[src/rtl/regfile_pkg.sv]
// rtl/regfile_pkg.sv - shared register-file widths and the one-hot grant type
// Purpose: widths common to the register file, its write-back arbiter and the
//          hazard scoreboard.
// Contents: XLEN, REG_ADDR_W, NUM_REGS, MAX_REQ, grant_t.
package regfile_pkg;
  localparam int XLEN       = 32;
  localparam int REG_ADDR_W = 5;
  localparam int NUM_REGS   = 32;
  // Widest requester count the arbiter supports; narrower configurations
  // leave the upper grant bits at zero.
  localparam int MAX_REQ    = 4;

  typedef logic [MAX_REQ-1:0] grant_t;
endpackage

[src/rtl/regfile_wb_arbiter_if.sv]
// rtl/regfile_wb_arbiter_if.sv - write-back requester, register-file write and scoreboard bus
// Purpose: bundles the signals between the execution/load units, the issue
//          logic and the write-back arbiter.
// Signals: req_valid/req_ready/req_addr/req_data (requester handshake, slice i
//          belongs to requester i), wr_en/wr_addr/wr_data (register-file write
//          port), issue_valid/issue_rd (issuing destination), busy (pending writes).
// Modports: master = requesters/issue side, slave = arbiter.
interface regfile_wb_arbiter_if #(
  parameter int NUM_REQ = 2
);
  import regfile_pkg::*;

  logic [NUM_REQ-1:0]            req_valid;
  logic [NUM_REQ-1:0]            req_ready;
  logic [NUM_REQ*REG_ADDR_W-1:0] req_addr;
  logic [NUM_REQ*XLEN-1:0]       req_data;
  logic                          wr_en;
  logic [REG_ADDR_W-1:0]         wr_addr;
  logic [XLEN-1:0]               wr_data;
  logic                          issue_valid;
  logic [REG_ADDR_W-1:0]         issue_rd;
  logic [NUM_REGS-1:0]           busy;

  modport master (
    output req_valid, req_addr, req_data, issue_valid, issue_rd,
    input  req_ready, wr_en, wr_addr, wr_data, busy
  );

  modport slave (
    input  req_valid, req_addr, req_data, issue_valid, issue_rd,
    output req_ready, wr_en, wr_addr, wr_data, busy
  );
endinterface

[src/rtl/rr_arbiter.sv]
// rtl/rr_arbiter.sv - combinational round-robin arbiter
// Purpose: picks the first requester at or after the pointer (wrapping).
// Ports: i_req (request vector), i_ptr (search start), o_grant (one-hot grant),
//        o_winner (granted index), o_valid (any grant), o_ptr_next (pointer
//        after a grant: winner + 1 modulo NUM_REQ).
module rr_arbiter
  import regfile_pkg::*;
#(
  parameter int NUM_REQ = 2,
  localparam int PTR_W  = $clog2(NUM_REQ)
) (
  input  logic [NUM_REQ-1:0] i_req,
  input  logic [PTR_W-1:0]   i_ptr,
  output grant_t             o_grant,
  output logic [PTR_W-1:0]   o_winner,
  output logic               o_valid,
  output logic [PTR_W-1:0]   o_ptr_next
);

  logic [PTR_W:0]   w_sum;
  logic [PTR_W-1:0] w_idx;

  always_comb begin
    o_valid  = 1'b0;
    o_winner = '0;
    w_sum    = '0;
    w_idx    = '0;
    // Walk offsets from farthest to nearest so the closest valid index
    // to the pointer is the last one written and therefore wins.
    for (int off = NUM_REQ - 1; off >= 0; off--) begin
      w_sum = {1'b0, i_ptr} + (PTR_W+1)'(off);
      if (w_sum >= (PTR_W+1)'(NUM_REQ)) begin
        w_sum = w_sum - (PTR_W+1)'(NUM_REQ);
      end
      w_idx = w_sum[PTR_W-1:0];
      if (i_req[w_idx]) begin
        o_valid  = 1'b1;
        o_winner = w_idx;
      end
    end
    o_grant    = o_valid ? (grant_t'(1) << o_winner) : '0;
    o_ptr_next = (o_winner == PTR_W'(NUM_REQ - 1)) ? '0 : o_winner + 1'b1;
  end

endmodule

[src/rtl/regfile_wb_arbiter.sv]
// rtl/regfile_wb_arbiter.sv - round-robin write-back arbiter with pending-write scoreboard
// Purpose: shares the register file's single write port among NUM_REQ
//          requesters and tracks destinations with an outstanding write.
// Ports: clock (rising edge), reset (asynchronous, active-low),
//        bus (regfile_wb_arbiter_if.slave: requester handshake, register-file
//        write port, issue destination, busy vector).
// Config: RF_SCOREBOARD_EN enables busy tracking; without it busy is tied to 0.
module regfile_wb_arbiter
  import regfile_pkg::*;
#(
  parameter int NUM_REQ = 2
) (
  input  logic                 clock,
  input  logic                 reset,
  regfile_wb_arbiter_if.slave  bus
);

  localparam int PTR_W = $clog2(NUM_REQ);

  logic [PTR_W-1:0]      r_ptr;
  logic                  r_wr_en;
  logic [REG_ADDR_W-1:0] r_wr_addr;
  logic [XLEN-1:0]       r_wr_data;

  grant_t                w_grant;
  logic [PTR_W-1:0]      w_winner;
  logic [PTR_W-1:0]      w_ptr_next;
  logic                  w_any;
  logic [REG_ADDR_W-1:0] w_sel_addr;
  logic [XLEN-1:0]       w_sel_data;
  logic                  w_unused_grant;

  rr_arbiter #(.NUM_REQ(NUM_REQ)) u_rr_arbiter (
    .i_req      (bus.req_valid),
    .i_ptr      (r_ptr),
    .o_grant    (w_grant),
    .o_winner   (w_winner),
    .o_valid    (w_any),
    .o_ptr_next (w_ptr_next)
  );

  // The register file always accepts, so ready is the grant itself;
  // it is masked while reset is held so nothing is consumed then.
  assign bus.req_ready  = reset ? w_grant[NUM_REQ-1:0] : '0;
  assign w_unused_grant = ^(w_grant >> NUM_REQ);

  always_comb begin
    w_sel_addr = '0;
    w_sel_data = '0;
    for (int i = 0; i < NUM_REQ; i++) begin
      if (w_winner == PTR_W'(i)) begin
        w_sel_addr = bus.req_addr[i*REG_ADDR_W +: REG_ADDR_W];
        w_sel_data = bus.req_data[i*XLEN +: XLEN];
      end
    end
  end

  always_ff @(posedge clock or negedge reset) begin
    if (!reset) begin
      r_ptr     <= '0;
      r_wr_en   <= 1'b0;
      r_wr_addr <= '0;
      r_wr_data <= '0;
    end else if (w_any) begin
      r_ptr     <= w_ptr_next;
      r_wr_addr <= w_sel_addr;
      r_wr_data <= w_sel_data;
      // x0 results are consumed but never reach the register file.
      r_wr_en   <= (w_sel_addr != '0);
    end else begin
      r_wr_en   <= 1'b0;
    end
  end

  assign bus.wr_en   = r_wr_en;
  assign bus.wr_addr = r_wr_addr;
  assign bus.wr_data = r_wr_data;

`ifdef RF_SCOREBOARD_EN
  logic [NUM_REGS-1:0] r_busy;
  logic [NUM_REGS-1:0] w_busy_next;

  // Clear on the edge the register file commits; the set is applied after
  // the clear so an issue to the same register in that cycle wins.
  always_comb begin
    w_busy_next = r_busy;
    if (r_wr_en) begin
      w_busy_next[r_wr_addr] = 1'b0;
    end
    if (bus.issue_valid && (bus.issue_rd != '0)) begin
      w_busy_next[bus.issue_rd] = 1'b1;
    end
    w_busy_next[0] = 1'b0;
  end

  always_ff @(posedge clock or negedge reset) begin
    if (!reset) begin
      r_busy <= '0;
    end else begin
      r_busy <= w_busy_next;
    end
  end

  assign bus.busy = r_busy;
`else
  logic w_unused_issue;

  assign bus.busy       = '0;
  assign w_unused_issue = bus.issue_valid ^ (^bus.issue_rd);
`endif

endmodule

[src/flat_wrapper.sv]
// flat-port wrapper written by rule: the top's interface ports become plain ports
module regfile_wb_arbiter_flat import regfile_pkg::*;
#(
  parameter int NUM_REQ = 2
)
  (clock, reset, bus_req_valid, bus_req_addr, bus_req_data, bus_issue_valid, bus_issue_rd, bus_req_ready, bus_wr_en, bus_wr_addr, bus_wr_data, bus_busy);
  regfile_wb_arbiter_if #(.NUM_REQ(NUM_REQ)) bus_i ();
  input  logic clock;
  input  logic reset;
  input wire logic [$bits(bus_i.req_valid)-1:0] bus_req_valid;
  input wire logic [$bits(bus_i.req_addr)-1:0] bus_req_addr;
  input wire logic [$bits(bus_i.req_data)-1:0] bus_req_data;
  input wire logic [$bits(bus_i.issue_valid)-1:0] bus_issue_valid;
  input wire logic [$bits(bus_i.issue_rd)-1:0] bus_issue_rd;
  output wire logic [$bits(bus_i.req_ready)-1:0] bus_req_ready;
  output wire logic [$bits(bus_i.wr_en)-1:0] bus_wr_en;
  output wire logic [$bits(bus_i.wr_addr)-1:0] bus_wr_addr;
  output wire logic [$bits(bus_i.wr_data)-1:0] bus_wr_data;
  output wire logic [$bits(bus_i.busy)-1:0] bus_busy;
  assign bus_i.req_valid = bus_req_valid;
  assign bus_i.req_addr = bus_req_addr;
  assign bus_i.req_data = bus_req_data;
  assign bus_i.issue_valid = bus_issue_valid;
  assign bus_i.issue_rd = bus_issue_rd;
  assign bus_req_ready = bus_i.req_ready;
  assign bus_wr_en = bus_i.wr_en;
  assign bus_wr_addr = bus_i.wr_addr;
  assign bus_wr_data = bus_i.wr_data;
  assign bus_busy = bus_i.busy;
  regfile_wb_arbiter #(.NUM_REQ(NUM_REQ)) u_core (.clock(clock), .reset(reset), .bus(bus_i));
endmodule
[config.mk]
export PLATFORM = sky130hd
export DESIGN_NAME = regfile_wb_arbiter_flat
export DESIGN_NICKNAME = d
export VERILOG_FILES = /design/src/rtl/regfile_pkg.sv /design/src/rtl/regfile_wb_arbiter_if.sv /design/src/rtl/rr_arbiter.sv /design/src/rtl/regfile_wb_arbiter.sv /design/src/flat_wrapper.sv
export SDC_FILE = /design/constraint.sdc
export NUM_CORES = 1
export LEC_CHECK = 0
export ABC_AREA = 1
export BUFFER_PORTS_ARGS = -buffer_cell sky130_fd_sc_hd__buf_2
export CORE_UTILIZATION = 41
export CTS_CLUSTER_DIAMETER = 50
export DETAILED_ROUTE_END_ITERATION = 8
export PLACE_DENSITY = 0.79
export SYNTH_ARGS = -nofsm -noshare
export SYNTH_HDL_FRONTEND = slang
export SYNTH_SLANG_ARGS = --single-unit
export TNS_END_PERCENT = 50
[constraint.sdc]
create_clock -name clock -period 1.5 [get_ports clock]
set_input_delay 0.075 -clock clock [delete_from_list [all_inputs] [get_ports clock]]
set_output_delay 0.075 -clock clock [all_outputs]
set_load 0.02 [all_outputs]
Word-level counts from Yosys, hierarchy flattened
Cells that the tools add are included.
{"block": "totals", "in_bits": 84, "output_inout_bits": 72, "ff_bits": 39}
{"block": "classes", "shift": 1, "n_lt_le_gt_ge": 4, "n_mux": 16, "addsub": 4, "n_reduce_logical": 1}
{"operator": "$mux W32", "count": 1}
{"operator": "$mux W1", "count": 12}
{"operator": "$mux W5", "count": 1}
{"operator": "$reduce_bool A5 Y1", "count": 1}
{"operator": "$lt A1 B2 Y1 const B", "count": 2}
{"operator": "$mux W2", "count": 2}
{"operator": "$add A1 B1 Y2 const B", "count": 1}
{"operator": "$ge A1 B2 Y1 const B", "count": 1}
{"operator": "$ge A2 B2 Y1 const B", "count": 1}
{"operator": "$shl A1 B1 Y2 const A", "count": 1}
{"operator": "$sub A1 B1 Y1 const B", "count": 2}
{"operator": "$add A1 B1 Y1 const B", "count": 1}

Longest topological paths before layout
{"block": "depth", "ltp_word": 10, "ltp_mapped": 9, "depth_no_buf": 8}

Hierarchy
From an unflattened synthesis, not the netlist that was laid out.
{"block": "hier_totals", "cells_unflattened": 269, "hier_area_um2": 2119.5}
{"module": "regfile_wb_arbiter", "cells_per_inst": 258, "n_inst": 1, "area_each_um2": 2065.7}
{"module": "rr_arbiter", "cells_per_inst": 11, "n_inst": 1, "area_each_um2": 53.8}

Least setup slack after synthesis
No wires, ideal clock.
{"block": "synth_path", "kind": "register -> register", "start": "register u_core.r_ptr", "end": "register u_core.r_wr_en, in the netlist u_core.bus.wr_en", "n_path_buf": 1, "path_stages_with_launch": 10, "arrival_ps": 1029, "slack_ps": 350, "synth_period_minus_slack_ps": 1150, "path_cell_list": "dfrtp_1 > inv_1 > nand2_4 > nand2_4 > buf_6 > nand2_1 > o21ai_1 > nand2_1 > nor2_1 > nor2_1"}
{"block": "synth_via", "elab_chain_len": 10}
{"item": "start: declaration", "line_no": "regfile_wb_arbiter.sv:20", "source": "logic [PTR_W-1:0] r_ptr;"}
{"item": "start signal: assignment", "line_no": "regfile_wb_arbiter.sv:65", "source": "r_ptr <= w_ptr_next;"}
{"item": "$add A1 B1 Y2", "line_no": "rr_arbiter.sv:31", "source": "w_sum = {1'b0, i_ptr} + (PTR_W+1)'(off);"}
{"item": "$ge A2 B2 Y1 or $sub A1 B1 Y1 (tied branches)", "line_no": "rr_arbiter.sv:32, rr_arbiter.sv:33"}
{"item": "$mux W1", "line_no": "rr_arbiter.sv:32", "source": "if (w_sum >= (PTR_W+1)'(NUM_REQ)) begin"}
{"item": "$mux W1 (not written as such) (2 in a row)", "line_no": "rr_arbiter.sv:36", "source": "if (i_req[w_idx]) begin"}
{"item": "$mux W1 (2 in a row)", "line_no": "rr_arbiter.sv:36"}
{"item": "$mux W5", "line_no": "regfile_wb_arbiter.sv:51", "source": "if (w_winner == PTR_W'(i)) begin"}
{"item": "$reduce_bool A5 Y1", "line_no": "regfile_wb_arbiter.sv:69", "source": "r_wr_en <= (w_sel_addr != '0);"}
{"item": "$mux W1 (*)", "line_no": "regfile_wb_arbiter.sv:64", "source": "end else if (w_any) begin"}
{"item": "end signal: assignment", "line_no": "regfile_wb_arbiter.sv:69"}
{"item": "end: declaration", "line_no": "regfile_wb_arbiter.sv:21", "source": "logic r_wr_en;"}
Mark *: on every way between the ends. The rest lies on a longest branch, timed or not. The select of a mux whose other input is x is not followed.
A chain may end at the register's enable or synchronous reset.

Final worst setup path
{"block": "layout_path", "start": "register u_core.r_ptr", "end": "output bus_req_ready[0]"}
{"block": "layout_via", "elab_chain_len": 10}
{"item": "$add A1 B1 Y2", "line_no": "rr_arbiter.sv:31"}
{"item": "$ge A2 B2 Y1 or $sub A1 B1 Y1 (tied branches)", "line_no": "rr_arbiter.sv:32, rr_arbiter.sv:33"}
{"item": "$mux W1", "line_no": "rr_arbiter.sv:32"}
{"item": "$mux W1 (not written as such) (2 in a row)", "line_no": "rr_arbiter.sv:36"}
{"item": "$mux W1 (2 in a row)", "line_no": "rr_arbiter.sv:36"}
{"item": "$shl A1 B1 Y2", "line_no": "rr_arbiter.sv:41", "source": "o_grant = o_valid ? (grant_t'(1) << o_winner) : '0;"}
{"item": "$mux W2 (*)", "line_no": "rr_arbiter.sv:41"}
{"item": "$mux W2 (*)", "line_no": "regfile_wb_arbiter.sv:44", "source": "assign bus.req_ready = reset ? w_grant[NUM_REQ-1:0] : '0;"}
{"item": "end: declaration", "line_no": "flat_wrapper.sv:15", "source": "output wire logic [$bits(bus_i.req_ready)-1:0] bus_req_ready;"}
Marked as above.

==> impl_results.md <==
- Worst Max-Slew Pin Slew: ~0.50 ns
- Antenna violations before repair: 0
- PortBufs: between 100 and 150
- I/O pins: approximately 160
- Reg clk slew, reported paths: 0.08 ns
- Antenna Nets Post-Route: 0
- # setup viols final: 0
- Total wire length: around 5400 um
- Register area share after synthesis: 44.8%
- Syn Area/Cell: slightly above 8 um2
- Die width: roughly 75 um
- Slew headroom: between 60% and 70%
- Req. time, crit path: 1.42 ns
- Mapped cell area: about 2200 um2
- Slew Viols, Final: 0
- CTS tree: built
- Final hold slack: 0.0859 ns
- Share of cells above drive strength 1: 36.9%
- CTS H-tree depth: 2
- Design Power: between 2 and 3 mW
- Setup CP Type: flop to primary output
- Tcrit/Tclk final: about 92%
- Worst-case clock buffer depth: 2
- Final core utilization: a little under three fifths
- Most used standard cell by instance count after synthesis: nand2_1
- Async SR Flop Fraction: 100%
- Area Overhead vs Synth: 31.3%
- Setup WS pre-CTS: 0.129 ns
- Dominant cell type by area after synthesis: dfrtp_1
- Critical Path AT: approximately 1.3 ns
- Main flop type after synthesis: dfrtp_1
- Ant. Diodes: 0
- Max-cap violations: 0
- CP endpoint kind: primary output
- Die area: between 5000 and 6000 um2
- Num rows: 26
- Overflow after GRT: 0
- Synth Register Bits: 39
- Final Hold Viols: 0
- Post-synth EDFFs: 0
- Post-Synthesis Cells: about 260
- Worst Hold Class: primary input to flop
- CP Launch Type: flop
- Worst skew pair latency: roughly 0.28 ns
- Nets: about 470
- Clock sink count: 39
- CP max FO: 5
- DR iter-0 viols: ~110
- Placed insts: between 400 and 500
- DP Wirelength: about 3700 um
- Via count: 2,117
- Yosys cell types: 17
- Initial DRT Pass Iterations: 4
- Finished Layout Cells: approximately 460
- Die Y: 74.9 um
- Static Leak: 1.50 nW
- Total negative setup slack: 0 ns
- Highest achievable clock rate: approximately 0.72 GHz
- Routed vias/inst: 4.65
- Starting Density: ~43%
- Design area: approximately 2900 um2
- Placeable Area: 5110 um2
- Clock Skew: 0.00803 ns
- Synth top cells by count: nand2_1 (47), dfrtp_1 (39), buf_4 (37)
- All-Layer GR Usage: 19.7%
- Setup ws final: 0.116 ns
- DP Area: 2710 um2
- Yosys warns: 0
- WL/cell: roughly 12 um
- Drt drc: 0
- Largest net degree at the start of global routing: 40
- Vias in the first global route: 1,842
- Final Wtd Congestion: between 0.7 and 0.8
- CTS buffer count: 5
- Ranking of synthesized cells by area: dfrtp_1 (45%), buf_4 (13%), o31ai_1 (11%)
- Tmin final: roughly 1.4 ns
- Maximum vdd drop: 374 uV
- PwrDens: slightly below 1000 nW/um2
- Clock Tree Root: clkbuf_8
- Top-area cell type share of the netlist area: 44.8%
- RSZ-0062 raised after global routing: false
- First-pass GRT wire length: 8370 um
- Outcome: finished, final reports clean
-- kinds of logic (layout without fill, tap and decap cells) --
group / after synthesis / in the layout / share of synthesized area [%]
AOI/OAI and AO/OA: 72 / 72 / 20.2
other: 1 / 32 / 0.172
buffers and inverters: 61 / 151 / 17.9
DFF: 39 / 39 / 44.8
and+or+nand+nor: 90 / 91 / 16.9
-- metal layers --
metal / up-vias / GRT usage [%] / routed length, um
li1: 1049 / - / -
met1: 968 / 26.0 / 2420
met2: 100 / 32.6 / 2650
met3: 0 / 3.48 / 365
met4: 0 / 7.13 / 0
met5: - / 0 / 0
-- flip-flops by register name (all words and copies together), names as in the netlist --
signal              cells
u_core.bus.wr_data     32
u_core.bus.wr_en        1
u_core.r_ptr            1
u_core.bus.wr_addr      5
-- cell usage in the layout, fill, tap and decap left out, types with 2 or more instances in the layout --
| cell type | instances |
|---|---|
| buf_2 | 117 |
| nand2_1 | 47 |
| dfrtp_1 | 39 |
| nor2_1 | 36 |
| a21oi_1 | 32 |
| o31ai_1 | 32 |
| conb_1 | 32 |
| buf_4 | 13 |
| inv_1 | 10 |
| o21ai_1 | 7 |
| clkbuf_8 | 5 |
| nand3_1 | 3 |
| nand2_4 | 2 |
| clkbuf_1 | 2 |
-- report_power, final --
part / switching [mW] / internal [mW] / leakage, nW
clock: 0.353 / 0.327 / 0.0422
sequential: 0.0631 / 1.18 / 0.456
combinational: 0.557 / 0.311 / 1.01
total: 0.972 / 1.82 / 1.50
-- cell type report --
class                   instances  area (um2)
clock buffers                   7        76.3
well taps                      70        87.6
repair buffers                133         728
clock inverters                 1        5.00
flip-flops and latches         39         976
inverters                      10        37.5
fillers                       501        2250
multi-input cells             195         948
-- worst max-delay path, stage by stage, from the launching register on --
cell and delay [ns]:
dfrtp_1 0.36, inv_1 0.10, nand2_4 0.10, nand2_8 0.09
buf_4 0.13, nand2_1 0.05, inv_1 0.04, buf_2 0.15
-- what timing repair did --
item                                    CTS  global route
setup buffers                             0             4
pin swaps                                 1             0
hold buffers                              1             0
gates resized for setup                   1             2
endpoints found under the hold margin    39             0
gates cloned                              1             0
endpoints found under the setup margin    2             2
-- path summary, 6_finish.rpt --
kind,slack (ns),startpoint,to,cells past startpoint
min reg2reg,0.48,u_core.bus.wr_data[3],u_core.bus.wr_data[3],2
max,0.12,u_core.r_ptr,bus_req_ready[0],7
min,0.09,bus_req_data[45],u_core.bus.wr_data[13],3
min in group asynchronous,0.45,reset,u_core.bus.wr_data[0],3
max in group asynchronous,0.70,reset,u_core.bus.wr_data[28],3
max reg2reg,0.19,u_core.r_ptr,u_core.bus.wr_en,9
Power figures use the tool's default switching activity.
